`src/rtl/boa_stage_if.sv`:
```
// Boa32 instruction fetch stage: PC generation, credit-limited in-order imem reads,
// and a small {pc, insn} queue feeding decode over valid/ready.
module boa_stage_if #(
   parameter logic [31:0] ENTRY_PC = 32'h4000_0000,
   parameter int          DEPTH    = 2
) (
   input  logic        clk,
   input  logic        rst,
   output logic        imem_re,
   output logic [31:0] imem_addr,
   input  logic        imem_ready,
   input  logic        imem_rvalid,
   input  logic [31:0] imem_rdata,
   input  logic        fw_branch,
   input  logic [31:0] fw_branch_addr,
   output logic        id_valid,
   output logic [31:0] id_pc,
   output logic [31:0] id_insn,
   input  logic        id_ready
);

   localparam int AW = (DEPTH > 1) ? $clog2(DEPTH) : 1;
   localparam int CW = $clog2(DEPTH + 1);
   localparam logic [CW:0] LIM = (CW+1)'(DEPTH);

   logic [31:0]   r_pc;
   logic [CW-1:0] r_out;
   logic [CW-1:0] r_drop;
   logic [31:0]   r_rq_pc [DEPTH];
   logic [AW-1:0] r_rq_head, r_rq_tail;
   logic [31:0]   r_oq_pc   [DEPTH];
   logic [31:0]   r_oq_insn [DEPTH];
   logic [AW-1:0] r_oq_head, r_oq_tail;
   logic [CW-1:0] r_occ;

   logic          w_pop, w_acc, w_rsp, w_push;
   logic [CW:0]   w_credit;
   logic [1:0]    w_unused_addr_lo;

   assign w_unused_addr_lo = fw_branch_addr[1:0];

   assign id_valid  = (r_occ != '0);
   assign id_pc     = r_oq_pc[r_oq_head];
   assign id_insn   = r_oq_insn[r_oq_head];
   assign imem_addr = r_pc;

   // A slot freed by this cycle's pop can already be claimed by a new request.
   assign w_pop    = id_valid && id_ready;
   assign w_credit = {1'b0, r_out} + {1'b0, r_occ} - (CW+1)'(w_pop);
   assign imem_re  = rst && !fw_branch && (w_credit < LIM);
   assign w_acc    = imem_re && imem_ready;
   assign w_rsp    = imem_rvalid && (r_out != '0);
   assign w_push   = w_rsp && (r_drop == '0) && !fw_branch;

   always_ff @(posedge clk or negedge rst) begin
      if (!rst) begin
         r_pc      <= ENTRY_PC;
         r_out     <= '0;
         r_drop    <= '0;
         r_rq_head <= '0;
         r_rq_tail <= '0;
         for (int i = 0; i < DEPTH; i++) r_rq_pc[i] <= '0;
      end else begin
         if (fw_branch)  r_pc <= {fw_branch_addr[31:2], 2'b00};
         else if (w_acc) r_pc <= r_pc + 32'd4;

         r_out <= r_out + CW'(w_acc) - CW'(w_rsp);

         if (w_acc) begin
            r_rq_pc[r_rq_tail] <= r_pc;
            r_rq_tail          <= r_rq_tail + AW'(1);
         end
         if (w_rsp) r_rq_head <= r_rq_head + AW'(1);

         // Everything still outstanding after this cycle is stale once we redirect.
         if (fw_branch)                  r_drop <= r_out - CW'(w_rsp);
         else if (w_rsp && r_drop != '0) r_drop <= r_drop - CW'(1);
      end
   end

   always_ff @(posedge clk or negedge rst) begin
      if (!rst) begin
         r_oq_head <= '0;
         r_oq_tail <= '0;
         r_occ     <= '0;
         for (int i = 0; i < DEPTH; i++) begin
            r_oq_pc[i]   <= '0;
            r_oq_insn[i] <= '0;
         end
      end else if (fw_branch) begin
         r_oq_head <= '0;
         r_oq_tail <= '0;
         r_occ     <= '0;
      end else begin
         if (w_push) begin
            r_oq_pc[r_oq_tail]   <= r_rq_pc[r_rq_head];
            r_oq_insn[r_oq_tail] <= imem_rdata;
            r_oq_tail            <= r_oq_tail + AW'(1);
         end
         if (w_pop) r_oq_head <= r_oq_head + AW'(1);
         r_occ <= r_occ + CW'(w_push) - CW'(w_pop);
      end
   end

endmodule

```
`config.mk`:
```
export PLATFORM = sky130hd
export DESIGN_NAME = boa_stage_if
export DESIGN_NICKNAME = d
export VERILOG_FILES = /design/src/rtl/boa_stage_if.sv
export SDC_FILE = /design/constraint.sdc
export NUM_CORES = 1
export LEC_CHECK = 0
export CORE_MARGIN = 4
export CORE_UTILIZATION = 54
export DETAILED_ROUTE_END_ITERATION = 10
export PLACE_DENSITY = 0.92
export SKIP_CTS_REPAIR_TIMING = 1
export SLEW_MARGIN = 20
export SYNTH_ARGS = -nofsm -noshare
export SYNTH_HDL_FRONTEND = slang
export SYNTH_SLANG_ARGS = --single-unit
```
`constraint.sdc`:
```
create_clock -name clk -period 4.7 [get_ports clk]
set_clock_uncertainty 0.05 [all_clocks]
set_input_delay 1.41 -clock clk [delete_from_list [all_inputs] [get_ports clk]]
set_output_delay 1.41 -clock clk [all_outputs]
set_load 0.005 [all_outputs]
```
==> results_dict.tcl, run 1 <==
set metrics [dict create \
    status "complete, no violations" \
    synth_top_family_by_area "multiplexers" \
    start_util_pct 55.3 \
    synth_top_area_share_pct 53.6 \
    grt_setup_unrepaired "no" \
    vias_per_cell 5.81 \
    grt_pass1_wl_mm 40.1 \
    drtIter0Drc 415 \
    synth_cells 782 \
    antenna_found_initial 2 \
    cellPowerDensity_nw_per_um2 598 \
    ir_drop_mv 0.377 \
    grt_max_degree 196 \
    vias 7084 \
    grt_pass1_vias 7600 \
    critPathBufInv 2 \
    syn_area_um2 10400 \
    die_h_um 147 \
    dieArea_um2 21600 \
    r2r-start "r_out[1]$_DFF_PN0_" \
    whs_path_depth 1 \
    crit_family "simple AND/OR/NAND/NOR gates" \
    max_slew.worst_pin.slew_ns 0.763 \
    cp.required_ns 3.24 \
    hold_end "r_oq_insn[24]$_DFFE_PN0P_" \
    period_share_pct 91.2 \
    cellLeakagePower_uw 0.00586 \
    post-dp-hpwl_mm 16.1 \
    rrSetupSlack_ns 1.51 \
    yosys_warnings 0 \
    hold_slack_ns 0.447 \
    synth-edff-count 0 \
    grt_overflow 0 \
    avgRoutedWirePerCell_um 20.5 \
    die_x_um 147 \
    num-fill-cells 1256 \
    cts.sinks 224 \
    cp_max_fo 3 \
    crit_type "in -> out" \
    setup_violations 0 \
    cpMaxStageDelayCell "fa_2" \
    grt_use_total_pct 22.9 \
    slew_headroom_pct 49.1 \
    synth_area_leaders "dfrtp_1, mux2_2, nand2_1" \
    layout.nets 1021 \
    final_max_slew_viol_count 0 \
    ys_seq_area_share_pct 53.9 \
    cp_data_arrival_time_ns 2.83 \
    synth_flop_cell "dfrtp_1" \
    ios 168 \
    synth_fa_ha_area_share_pct 1.15 \
    slowest_delay_ns 0.41 \
    coreArea_um2 18800 \
    clk_pin_slew_worst_paths_ns 0.06 \
    synth_compound_area_share_pct 2.93 \
    max_freq_mhz 233 \
    crit_path_end_kind "primary output" \
    design_power_total_uw 7900 \
    drive_above_1_share_pct 36.1 \
    rows 50 \
    synth-seq-cells 224 \
    cpMostUsedCell "dlymetal6s2s_1" \
    r2r_cells 8 \
    place.gp.congestion 0.853 \
    dr.pass1.iters 5 \
    yosysTopAreaCell "dfrtp_1" \
    crit_chain "dlymetal6s2s_1 -> nand2_1 -> nor2_2 -> o21ai_1 -> fa_2 -> xor2_2 -> and4_1 -> dlymetal6s2s_1" \
    numCtsBuffers 24 \
    hp-start "r_oq_insn[24]$_DFFE_PN0P_" \
    clk_path_buf_depth 3 \
    yosys-mux-area-fraction_pct 30.5 \
    crit_path_start_kind "input port" \
    synthArstFlopShare_pct 100 \
    numPortBuffers 161 \
    htreeDepth 1 \
    cts_tree "built" \
    avgSynthCellArea_um2 13.3 \
    post-route-drc-count 0 \
    maxCapViolCount 0 \
    routed_wirelength_mm 25.1 \
    area.growth.synth_to_final_pct 27.0 \
    min_period_ns 4.29 \
    clockRootBuffer "clkbuf_16" \
    finalHoldViolCount 0 \
    hold_class "reg -> reg" \
    r2r_end "imem_addr[15]$_DFFE_PN0P_" \
    ys_types 45 \
    clk_latency_ns 0.51 \
    ant_nets 0 \
    synth_simple_gate_area_share_pct 7.25 \
    synthXorXnorAreaFrac_pct 1.68 \
]
## stage by stage
step / TNS [ns] / util [%] / area [um^2] / setup slack, ns / std cells
detailed placement: -0.413 / 65.5 / 12300 / -0.413 / 1175
floorplan: 0 / - / 10400 / 0.443 / 785
global route: 0 / 70.2 / 13200 / 0.345 / 1220
global placement: -0.385 / 65.5 / 12300 / -0.385 / 1175
finish: 0 / 70.2 / 13200 / 0.414 / 1220
CTS: -0.421 / 69.9 / 13200 / -0.421 / 1218
## routing by layer
layer | wire (um) | up-vias | global-route usage (%) | part of all wire, %
li1 | - | 3159 | - | -
met1 | 10400 | 3600 | 29.8 | 42
met2 | 12500 | 251 | 39.5 | 50
met3 | 1380 | 72 | 3.67 | 5.5
met4 | 756 | 2 | 7.24 | 3.0
met5 | 20 | - | 0 | 0.080
## sequential cells by signal (all words and copies together) (netlist names)
register / count
r_drop: 2
r_rq_tail: 1
imem_addr: 30
r_oq_tail: 1
r_oq_pc: 60
r_oq_head: 1
r_oq_insn: 64
r_rq_pc: 60
r_out: 2
r_rq_head: 1
r_occ: 2
## layout by cell type, fill, tap and decap left out, types with 5 or more instances in the layout
master and count:
mux2_2 278, dfrtp_1 222, clkdlybuf4s50_1 158, nand2_1 29, clkbuf_16 25, nor2_1 18
nand3_1 17, nand4_1 15, inv_1 14, or4_1 14, o21ai_0 14, buf_4 13
xnor2_1 11, a31oi_1 11, xor2_1 8, nor4_1 8, o31ai_1 8, ha_1 8
clkbuf_8 8, and4_1 7, o211ai_1 6, clkbuf_1 5
## how the worst max path moves through the flow
stage,from,endpoint,cells past startpoint
global placement,id_ready,imem_re,8
floorplan,id_ready,imem_re,6
finish,id_ready,imem_re,8
detailed placement,id_ready,imem_re,8
global route,id_ready,imem_re,8
CTS,id_ready,imem_re,8
## final cells by class
class	instances	area (um^2)	share of cell area [%]
Clock buffer	38	754	5.71
Multi-Input combinational cell	498	4560	34.5
Clock inverter	5	75.1	0.568
Timing Repair Buffer	179	1830	13.8
Tap cell	260	325	2.46
Inverter	15	56.3	0.426
Sequential cell	224	5610	42.4
Antenna cell	1	2.50	0.0189
## cells in the mapped netlist, types with 9 or more instances
master and count:
buf_2 13, mux2_2 278, xor2_1 9, nand4_1 15, dfrtp_1 223, nor2_1 21, xnor2_1 11, inv_1 14
nand3_1 17, a31oi_1 11, nand2_1 29, o21ai_0 15, clkbuf_1 28, or4_1 14
## power breakdown
group          internal (uW)  switching, uW  leakage, uW  total (uW)
clock network           1200            738     0.000412        1940
logic                   1780           1030      0.00259        2810
registers               2670            482      0.00286        3150
## cells by family after synthesis
kind of cell,after synthesis
adder cells (fa/ha/maj),9
AO/OA/AOI/OAI,47
flip-flops,224
AND/OR/NAND/NOR,136
buffers and inverters,63
other,1
XOR/XNOR,20
multiplexers,282
No activity file was read; power rests on OpenSTA's default activity.
==> run 2, diff against run 1 <==
- CAP_MARGIN: default -> 20
==> results of run 2 <==
The final DEF is identical to that of run 1; final timing and power are the same.
